===== src/rtl/uart_core.sv =====
// rtl/uart_core.sv - byte-level 8N1 UART transceiver with valid/ready handshakes
//
// Purpose: serialises bytes onto SOut (start bit, 8 data bits LSB first, stop bit).
//          Deserialises bytes from SIn into a receive buffer.
// Optional feature macro: UART_RX_FIFO_EN
//   defined   -> 4-entry circular receive FIFO
//   undefined -> single-byte holding register
// Parameters:
//   ClockFreq  system clock frequency in Hz
//   BaudRate   line rate in bit/s; ClockFreq/BaudRate must be >= 4
// Ports:
//   Clock         system clock, rising edge
//   Reset         asynchronous active-high reset
//   DataIn        byte to transmit
//   DataInValid   transmit request
//   DataInReady   transmitter can accept a byte
//   DataOut       head received byte
//   DataOutValid  DataOut holds an unread byte
//   DataOutReady  consumer pops the head byte
//   SIn           serial receive line, asynchronous, idle high
//   SOut          serial transmit line, idle high

module uart_core #(
  parameter int ClockFreq = 50_000_000,
  parameter int BaudRate  = 115_200
) (
  input  logic       Clock,
  input  logic       Reset,
  input  logic [7:0] DataIn,
  input  logic       DataInValid,
  output logic       DataInReady,
  output logic [7:0] DataOut,
  output logic       DataOutValid,
  input  logic       DataOutReady,
  input  logic       SIn,
  output logic       SOut
);

  localparam int SymbolEdge = ClockFreq / BaudRate;
  localparam int CW         = (SymbolEdge > 1) ? $clog2(SymbolEdge) : 1;
  localparam logic [CW-1:0] SYM_LAST  = CW'(SymbolEdge - 1);
  localparam logic [CW-1:0] HALF_LAST = CW'(SymbolEdge / 2 - 1);

  // ---------------------------------------------------------------- transmitter
  typedef enum logic {TX_IDLE, TX_SHIFT} tx_state_t;

  tx_state_t     tx_state, tx_next;
  logic [9:0]    tx_shift;
  logic [3:0]    tx_bit_cnt;
  logic [CW-1:0] tx_cyc;
  logic          tx_fire;
  logic          tx_sym_end;

  assign DataInReady = (tx_state == TX_IDLE);
  assign tx_fire     = DataInValid & DataInReady;
  assign tx_sym_end  = (tx_cyc == SYM_LAST);
  // Decoded from the state register so reset forces the line idle at once.
  assign SOut        = (tx_state == TX_SHIFT) ? tx_shift[0] : 1'b1;

  always_ff @(posedge Clock or posedge Reset) begin
    if (Reset) tx_state <= TX_IDLE;
    else       tx_state <= tx_next;
  end

  always_comb begin
    tx_next = tx_state;
    case (tx_state)
      TX_IDLE:  if (tx_fire) tx_next = TX_SHIFT;
      TX_SHIFT: if (tx_sym_end && tx_bit_cnt == 4'd9) tx_next = TX_IDLE;
      default:  tx_next = TX_IDLE;
    endcase
  end

  always_ff @(posedge Clock or posedge Reset) begin
    if (Reset) begin
      tx_shift   <= 10'h3FF;
      tx_bit_cnt <= 4'd0;
      tx_cyc     <= '0;
    end else if (tx_fire) begin
      tx_shift   <= {1'b1, DataIn, 1'b0};
      tx_bit_cnt <= 4'd0;
      tx_cyc     <= '0;
    end else if (tx_state == TX_SHIFT) begin
      if (tx_sym_end) begin
        tx_cyc     <= '0;
        tx_shift   <= {1'b1, tx_shift[9:1]};
        tx_bit_cnt <= (tx_bit_cnt == 4'd9) ? 4'd0 : tx_bit_cnt + 4'd1;
      end else begin
        tx_cyc <= tx_cyc + 1'b1;
      end
    end
  end

  // ------------------------------------------------------------------- receiver
  typedef enum logic [1:0] {RX_IDLE, RX_START, RX_DATA, RX_STOP} rx_state_t;

  rx_state_t     rx_state, rx_next;
  logic          rx_sync1, rx_sync2, rx_prev;
  logic [CW-1:0] rx_cyc;
  logic [3:0]    rx_bit_cnt;
  logic [7:0]    rx_data;
  logic          rx_push;
  logic          rx_fall;
  logic          rx_half;
  logic          rx_sym;

  // rx_prev is a third stage used only for edge detection on the synchronised line.
  always_ff @(posedge Clock or posedge Reset) begin
    if (Reset) begin
      rx_sync1 <= 1'b1;
      rx_sync2 <= 1'b1;
      rx_prev  <= 1'b1;
    end else begin
      rx_sync1 <= SIn;
      rx_sync2 <= rx_sync1;
      rx_prev  <= rx_sync2;
    end
  end

  assign rx_fall = rx_prev & ~rx_sync2;
  assign rx_half = (rx_cyc == HALF_LAST);
  assign rx_sym  = (rx_cyc == SYM_LAST);

  always_ff @(posedge Clock or posedge Reset) begin
    if (Reset) rx_state <= RX_IDLE;
    else       rx_state <= rx_next;
  end

  always_comb begin
    rx_next = rx_state;
    case (rx_state)
      RX_IDLE:  if (rx_fall) rx_next = RX_START;
      RX_START: if (rx_half) rx_next = rx_sync2 ? RX_IDLE : RX_DATA;
      RX_DATA:  if (rx_sym && rx_bit_cnt == 4'd7) rx_next = RX_STOP;
      RX_STOP:  if (rx_sym) rx_next = RX_IDLE;
      default:  rx_next = RX_IDLE;
    endcase
  end

  always_ff @(posedge Clock or posedge Reset) begin
    if (Reset) begin
      rx_cyc     <= '0;
      rx_bit_cnt <= 4'd0;
      rx_data    <= 8'h00;
      rx_push    <= 1'b0;
    end else begin
      rx_push <= 1'b0;
      case (rx_state)
        RX_IDLE: begin
          rx_cyc     <= '0;
          rx_bit_cnt <= 4'd0;
        end
        RX_START: rx_cyc <= rx_half ? '0 : rx_cyc + 1'b1;
        RX_DATA: begin
          if (rx_sym) begin
            rx_cyc     <= '0;
            rx_data    <= {rx_sync2, rx_data[7:1]};
            rx_bit_cnt <= rx_bit_cnt + 4'd1;
          end else begin
            rx_cyc <= rx_cyc + 1'b1;
          end
        end
        RX_STOP: begin
          if (rx_sym) begin
            rx_cyc  <= '0;
            // A low stop bit is a framing error: the byte is simply not pushed.
            rx_push <= rx_sync2;
          end else begin
            rx_cyc <= rx_cyc + 1'b1;
          end
        end
        default: rx_cyc <= '0;
      endcase
    end
  end

  // ------------------------------------------------------------- receive buffer
  logic rx_pop;
  logic rx_accept;

  assign rx_pop = DataOutValid & DataOutReady;

`ifdef UART_RX_FIFO_EN
  logic [7:0] fifo_mem [4];
  logic [1:0] wr_ptr, rd_ptr;
  logic [2:0] count;

  // When full, a simultaneous pop frees the slot the write pointer aims at.
  assign rx_accept    = rx_push & ((count != 3'd4) | rx_pop);
  assign DataOutValid = (count != 3'd0);
  assign DataOut      = fifo_mem[rd_ptr];

  always_ff @(posedge Clock or posedge Reset) begin
    if (Reset) begin
      for (int i = 0; i < 4; i++) fifo_mem[i] <= 8'h00;
      wr_ptr <= 2'd0;
      rd_ptr <= 2'd0;
      count  <= 3'd0;
    end else begin
      if (rx_accept) begin
        fifo_mem[wr_ptr] <= rx_data;
        wr_ptr           <= wr_ptr + 2'd1;
      end
      if (rx_pop) rd_ptr <= rd_ptr + 2'd1;
      case ({rx_accept, rx_pop})
        2'b10:   count <= count + 3'd1;
        2'b01:   count <= count - 3'd1;
        default: count <= count;
      endcase
    end
  end
`else
  logic [7:0] hold_data;
  logic       hold_valid;

  assign rx_accept    = rx_push & (~hold_valid | rx_pop);
  assign DataOutValid = hold_valid;
  assign DataOut      = hold_data;

  always_ff @(posedge Clock or posedge Reset) begin
    if (Reset) begin
      hold_data  <= 8'h00;
      hold_valid <= 1'b0;
    end else if (rx_accept) begin
      hold_data  <= rx_data;
      hold_valid <= 1'b1;
    end else if (rx_pop) begin
      hold_valid <= 1'b0;
    end
  end
`endif

endmodule


===== config.mk =====
export PLATFORM = sky130hd
export DESIGN_NAME = uart_core
export DESIGN_NICKNAME = d
export VERILOG_FILES = /design/src/rtl/uart_core.sv
export SDC_FILE = /design/constraint.sdc
export NUM_CORES = 1
export LEC_CHECK = 0
export CAP_MARGIN = 20
export CORE_MARGIN = 10
export CORE_UTILIZATION = 55
export DETAILED_ROUTE_END_ITERATION = 6
export PLACE_DENSITY = 0.79
export SYNTH_ARGS = -nofsm -noshare
export SYNTH_HDL_FRONTEND = slang
export SYNTH_SLANG_ARGS = --single-unit
export TNS_END_PERCENT = 1

===== constraint.sdc =====
create_clock -name Clock -period 2.6 [get_ports Clock]
set_input_delay 0.52 -clock Clock [delete_from_list [all_inputs] [get_ports Clock]]
set_output_delay 0.52 -clock Clock [all_outputs]
set_load 0.02 [all_outputs]

* Word level (Yosys, flattened, before mapping) *
Index checks and enable logic that the tools add are counted.

word-level totals
  flip-flop bits (word level) = 60
  output and inout bits = 11

cells by class
  bitwise gates (word level) = 8
  reduce and logical (&&, ||, !) cells = 12
  equal/unequal tests = 13
  add/sub/neg operators = 4
  multiplexer cells = 29

operators by type and width
  cell                 number
  $mux 9               5
  $mux 10              3
  $pmux 9 s3           1
  $mux 4               5
  $add 9x1->9 const B  2
  $eq 9x9->1 const B   2
  $mux 2               5
  $ne 2x2->1 const B   5
  $eq 9x8->1 const B   1
  $add 4x1->4 const B  2
  $pmux 2 s4           1
  $pmux 4 s2           1
  $reduce_bool 2->1    4
  $mux 1               7
  $reduce_and 2->1     3
  $and 1x1->1          4
  $eq 2x2->1 const B   2
  $eq 4x3->1 const B   1
  $eq 4x4->1 const B   1
  $reduce_and 4->1     1
  $not 1->1            3
  $eq 2x1->1 const B   1
  $logic_and 1x1->1    2
  $logic_not 2->1      1
  other kinds (3)      3

* Longest topological paths before layout *
Gate-level depths: netlist of the first run.

  depth after elaboration = 5
  mapped depth = 7
  mapped depth without buffers = 6

* Least setup slack after synthesis of the first run *
OpenSTA, ideal clock, no wires.

  path type = reg-to-reg
  start = register tx_cyc[1]
  end = register tx_bit_cnt[2]
  arrival time = 1676 ps
  stages on the path, launching flop included = 8
  path buffers = 1
  setup time = 140 ps
  path slack = 785 ps
  path through = dfrtp_1 -> inv_1 -> ha_1 -> and4b_1 -> nand4_2 -> buf_2 -> o311ai_0 -> o41ai_1

on the way
  word-level cells in the longest chain between the ends = 3

ends and longest elaborated chain
  item                         RTL line  source
  start, declared              50        logic [CW-1:0] tx_cyc;
  start signal, assigned       89        tx_cyc <= tx_cyc + 1'b1;
  $eq 9x9->1                   56        assign tx_sym_end = (tx_cyc == SYM_LAST);
  $reduce_bool 2->1 (no line)  -
  $reduce_and 2->1 (no line)   -
  end signal, assigned         87        tx_bit_cnt <= (tx_bit_cnt == 4'd9) ? 4'd0 : tx_bit_cnt + 4'd1;
  end, declared                49        logic [3:0] tx_bit_cnt;

Every way passes these cells.
A chain may end at the register's enable or synchronous reset.

* Worst setup path after layout of the first run *
  start = register tx_shift[0]
  end = output SOut

on the way
  word-level cells in the longest chain between the ends = 1

ends and longest elaborated chain
  item                    RTL line  source
  start, declared         48        logic [9:0] tx_shift;
  start signal, assigned  80        tx_shift <= {1'b1, DataIn, 1'b0};
  start signal, assigned  86        tx_shift <= {1'b1, tx_shift[9:1]};
  $mux 1                  58        assign SOut = (tx_state == TX_SHIFT) ? tx_shift[0] : 1'b1;
  end, declared           36        output logic SOut

Every way passes these cells.

==> flow_summary.json, run 1 <==
{
  "status": "completed",
  "max-slew-margin-rel_pct": 52.39,
  "cp_max_fo": 3,
  "antennaDiodeCount": 0,
  "dieWidth_um": 92.37,
  "synth_nets": 287,
  "hold_viol": 0,
  "syn_area_sq_um": 2880,
  "synthFlopType": "dfrtp_1",
  "die-area_sq_um": 8531,
  "io_buffers": 23,
  "power.internal_mw": 1.605,
  "drtIter0Drc": 56,
  "nFillCells": 375,
  "combPwrFrac_pct": 8.5,
  "avgRoutedWirePerCell_um": 15.13,
  "switching_share_pct": 25.49,
  "grt_pass1_wl_um": 9632,
  "holdBufCountCts": 0,
  "dp_hpwl_um": 3922,
  "worstPathArrival_ps": 1590,
  "start_kind": "register",
  "io_pins": 24,
  "clockBufferDepth": 2,
  "clock_latency_ps": 330,
  "vias": 2077,
  "power.switching_mw": 0.5493,
  "post-route-min-period_ps": 2110,
  "antenna_left": 0,
  "layout_common_cells": "dfrtp_1 (47), nor2_1 (24), clkdlybuf4s50_1 (23)",
  "p_per_area_nw_per_um2": 628.5,
  "drive_gt1_share_pct": 19.73,
  "yosysWarnings": 0,
  "synth-edff-count": 0,
  "core-area_sq_um": 5107,
  "async_flop_share_pct": 100.0,
  "worst_slew_pin_slew_ps": 704.9,
  "overflow": 0,
  "synth_mux_area_share_pct": 10.47,
  "synth.distinct_cells": 50,
  "start_util_pct": 56.39,
  "place_area_sq_um": 3204,
  "crit_path_end_kind": "primary output",
  "worstHoldPathType": "reg2reg",
  "gp_congestion": 0.7834,
  "synthSimpleGateAreaFrac_pct": 15.73,
  "rsz0062_at_grt": "false",
  "antenna_found_initial": 0,
  "layout.cells.non_filler": 369,
  "total_leakage_power_nw": 1.634,
  "die_h_um": 92.37,
  "cts_resized": 0,
  "grt_max_degree": 41,
  "post_cts_buffers": 0,
  "layout_commonest_cell": "dfrtp_1",
  "pwr-share-clk_pct": 43.3,
  "place_inst": 353,
  "cts_tree": "done",
  "cts.sinks": 59,
  "vdd_ir_drop_max_v": 0.0003421,
  "cts.clk_slew.worst_paths_ps": 70,
  "cts-root-buf": "clkbuf_8",
  "synth-xor-area-share_pct": 2.129,
  "timing.setup.tns_ps": 0,
  "totalWireLength_um": 5584,
  "grt.total_usage_pct": 13.72,
  "maxSlewViolCount": 0,
  "ys_ff_latch": 59,
  "drt_pass1_iterations": 4,
  "grt_pass1_vias": 2100,
  "synthCells": 266,
  "cts_buffers": 9,
  "cap_violations": 0,
  "setup_viol": 0,
  "synth_top_family_by_area": "simple AND/OR/NAND/NOR gates",
  "viasPerCell": 5.629,
  "synthAdderAreaFrac_pct": 3.475,
  "synth_compound_area_share_pct": 12.81,
  "fin_crit_sh_pct": 81.15,
  "power_mw": 2.155,
  "seqPwrFrac_pct": 48.1,
  "critPathRequiredTime_ps": 2080,
  "finalInstanceArea_sq_um": 3428,
  "num-nets-final": 315,
  "ys_seq_area_share_pct": 51.78,
  "worst_hold_slack_ps": 372.1,
  "avgSynthCellArea_sq_um": 10.83,
  "rows": 26,
  "route.detailed.drc": 0,
  "critPathKind": "reg2out",
  "worst_clock_skew_ps": 3.634,
  "max_freq_ghz": 0.4739,
  "h-tree-depth": 3,
  "synthToLayoutAreaGrowth_pct": 19.03
}
-- metal layers --
layer,wire length [um],track usage (%)
met1,2466,15.42
met2,2863,23.53
met3,238,5.488
met4,17,3.985
met5,0,0
-- worst paths after layout --
path / slack (ps) / cells past startpoint / to / startpoint
setup / recovery: 490 / 2 / SOut / tx_shift[0]
hold / removal: 370 / 0 / rx_sync2 / rx_sync1
min in group asynchronous: 510 / 2 / DataOut[3] / Reset
setup reg to reg: 700 / 6 / rx_cyc[1] / rx_cyc[1]
max in group asynchronous: 1480 / 3 / rx_prev / Reset
hold reg to reg: 370 / 0 / rx_sync2 / rx_sync1
-- state kept, by name (all words and copies together) (netlist names), named ones only --
register,cells
rx_cyc,9
tx_cyc,9
tx_shift,9
DataOut,8
rx_data,8
rx_bit_cnt,4
tx_bit_cnt,4
DataOutValid,1
rx_prev,1
rx_push,1
rx_state,1
rx_sync1,1
rx_sync2,1
tx_state,1
-- area by class of cell --
type / count / area, sq um / share of cell area [%]
Clock buffer: 9 / 123.9 / 3.613
Clock inverter: 7 / 100.1 / 2.920
Inverter: 12 / 45.04 / 1.314
Multi-Input combinational cell: 182 / 1285 / 37.48
Sequential cell: 59 / 1491 / 43.50
Tap cell: 70 / 87.58 / 2.555
Timing Repair Buffer: 30 / 295.3 / 8.613
-- cell families (layout without fill, tap and decap cells) --
group | Yosys count | count (layout)
muxes | 28 | 28
AOI/OAI and AO/OA | 51 | 51
and+or+nand+nor | 88 | 88
DFF | 59 | 59
xor gates and xnor gates | 7 | 7
adders and majority gates | 8 | 8
buffers and inverters | 25 | 58
-- per-stage QoR --
step / util [%] / setup WS [ps]
3_3_place_gp: 62.74 / 752.3
6_report: 67.12 / 490.0
2_1_floorplan: - / 643.5
5_1_grt: 67.12 / 405.3
3_5_place_dp: 62.74 / 703.1
4_1_cts: 67.12 / 466.3
-- synth_stat cells, types with 9 or more instances --
library cell	count	share of area [%]
a21oi_1	9	1.6
clkbuf_1	10	1.3
mux2i_1	11	3.8
dfrtp_1	47	41
dfstp_2	12	11
mux2_2	17	6.6
inv_1	12	1.6
nand2_1	20	2.6
nand3_1	12	2.1
nor2_1	24	3.1
-- power groups by stage --
stage	registers (mW)	logic [mW]	clock network, mW
after detailed placement	1.05	0.183	0
final	1.04	0.183	0.934
after CTS	1.03	0.185	0.958
after floorplan	1.02	0.161	0
after global placement	1.05	0.180	0
after global routing	1.04	0.207	0.999
-- worst max-delay path: stages (launching register included) --
cell and delay [ps]:
dfstp_2 550, nand2b_1 100, clkdlybuf4s50_1 610
Note: power is estimated with default switching activity, not from simulation.
==> inputs of run 2 (changes only) <==
==> constraint.sdc (replaced) <==
create_clock -name Clock -period 2.2 [get_ports Clock]
set_input_delay 0.44 -clock Clock [delete_from_list [all_inputs] [get_ports Clock]]
set_output_delay 0.44 -clock Clock [all_outputs]
set_load 0.02 [all_outputs]
==> run 2 against run 1 <==
  * Worst setup slack got worse by 320 ps
  * Largest cell class unchanged
  * Global-route usage about the same
  * Critical endpoint unchanged
  * Cell count increased by 0.54%
  * Highest routed layer unchanged
  * Sequential power increased by 18%
  * Core utilization increased by 0.074 points
  * Die area unchanged
  * Combinational power increased by 16%
  * Sequential share of layout area about the same
  * Critical path type unchanged
==> flow_summary.json, run 2 (same netlist as run 1, synthesis figures left out) <==
{
  "core-area_sq_um": 5107,
  "path_delay_family": "buffers and inverters",
  "p_per_area_nw_per_um2": 717.6,
  "antennaDiodeCount": 0,
  "drt_pass1_iterations": 4,
  "critPathRequiredTime_ps": 1760,
  "status": "completed",
  "route.detailed.drc": 0,
  "io_pins": 24,
  "finalInstanceArea_sq_um": 3432,
  "worstPathArrival_ps": 1590,
  "place_area_sq_um": 3219,
  "hold_viol": 0,
  "total_leakage_power_nw": 1.638,
  "antenna_found_initial": 0,
  "dieWidth_um": 92.37,
  "nFillCells": 406,
  "die-area_sq_um": 8531,
  "viasPerCell": 5.639,
  "grt.total_usage_pct": 13.77,
  "grt_max_degree": 60,
  "vias": 2092,
  "layout_commonest_cell": "dfrtp_1",
  "crit_chain": "nand2b_1 > clkdlybuf4s50_1",
  "maxSlewViolCount": 0,
  "critPathKind": "reg2out",
  "cts_resized": 0,
  "clockBufferDepth": 2,
  "avgRoutedWirePerCell_um": 14.70,
  "worst_clock_skew_ps": 11.21,
  "io_buffers": 23,
  "dp_hpwl_um": 3643,
  "final_core_util_pct": 67.20,
  "rsz0062_at_grt": "false",
  "post_cts_buffers": 0,
  "cts.sinks": 59,
  "gp_congestion": 0.8129,
  "clock_latency_ps": 340,
  "holdBufCountCts": 0,
  "num-nets-final": 317,
  "cts.clk_slew.worst_paths_ps": 70,
  "worstHoldPathType": "reg2reg",
  "reg_top3": "rx_cyc x9, tx_cyc x9, tx_shift x9",
  "cts_tree": "done",
  "antenna_left": 0,
  "multi_input_area_sq_um": 1285,
  "slowest_stage": "clkdlybuf4s50_1",
  "max-slew-margin-rel_pct": 71.38,
  "drive_gt1_share_pct": 20.27,
  "die_h_um": 92.37,
  "drtIter0Drc": 99,
  "place_inst": 355,
  "fin_ws_ps": 167.7,
  "setup_viol": 0,
  "h-tree-depth": 3,
  "cpPeakStageDelay_ps": 610,
  "cp_max_fo": 3,
  "power_mw": 2.463,
  "crit_path_end_kind": "primary output",
  "start_util_pct": 56.39,
  "vdd_ir_drop_max_v": 0.0005109,
  "post-route-min-period_ps": 2032,
  "cp.buffers_inverters": 1,
  "dp_slack_ps": 298.2,
  "worst_slew_pin_slew_ps": 429.2,
  "layout_common_cells": "dfrtp_1 (47), nor2_1 (24), clkdlybuf4s50_1 (23)",
  "synthToLayoutAreaGrowth_pct": 19.16,
  "max_freq_ghz": 0.4921,
  "rows": 26,
  "worst_hold_slack_ps": 374.7,
  "cap_violations": 0,
  "cts_buffers": 9,
  "grt_pass1_vias": 2054,
  "start_kind": "register",
  "totalWireLength_um": 5453,
  "fin_crit_sh_pct": 92.38,
  "timing.setup.tns_ps": 0,
  "cts-root-buf": "clkbuf_8",
  "layout.cells.non_filler": 371,
  "overflow": 0,
  "regArea_sq_um": 1491,
  "grt_pass1_wl_um": 9618
}
==> run 2: changes by cell type in the layout (fill, tap and decap cells not counted) <==
cell       before  now
buf_4           6    8
bufinv_16       2    1
clkbuf_8        9   11
clkinv_4        0    1
inv_6           2    0
==> run 2: report_power, final <==
part           internal [mW]  leakage (nW)  switching (mW)
logic                  0.104         0.808           0.108
registers               1.15         0.732          0.0769
clock network          0.586        0.0978           0.439
==> run 2: path summary, 6_finish.rpt <==
| check | start | endpoint | slack, ps | depth (start not counted) |
|---|---|---|---|---|
| min in group asynchronous | Reset | rx_bit_cnt[0] | 480 | 3 |
| setup reg to reg | rx_cyc[0] | rx_cyc[1] | 310 | 6 |
| hold reg to reg | rx_sync1 | rx_sync2 | 370 | 0 |
| setup / recovery | tx_shift[0] | SOut | 170 | 2 |
| max in group asynchronous | Reset | rx_sync2 | 1410 | 3 |
| hold / removal | rx_sync1 | rx_sync2 | 370 | 0 |
==> run 2: per-layer routing <==
metal  wire length, um  up-vias  GRT usage (%)
met5                 0        -              0
met4                59        0          5.398
met3               232        4          4.439
met2              2710       40          22.06
met1              2449     1044          16.88
li1                  -     1004              -
==> run 2: layout make-up <==
class                   instances  area share, %
multi-input cells             182          37.44
flip-flops and latches         59          43.46
clock buffers                  11          4.411
clock inverters                 5          1.786
repair buffers                 32          9.041
well taps                      70          2.552
inverters                      12          1.312
==> run 2: worst register-to-register path, delay by kind of cell (launching register included) <==
kind	cells	cell delay (ps)
AOI/OAI and AO/OA	1	230
and+or+nand+nor	3	920
buffers and inverters	1	70
DFF	1	420
adders and majority gates	1	130
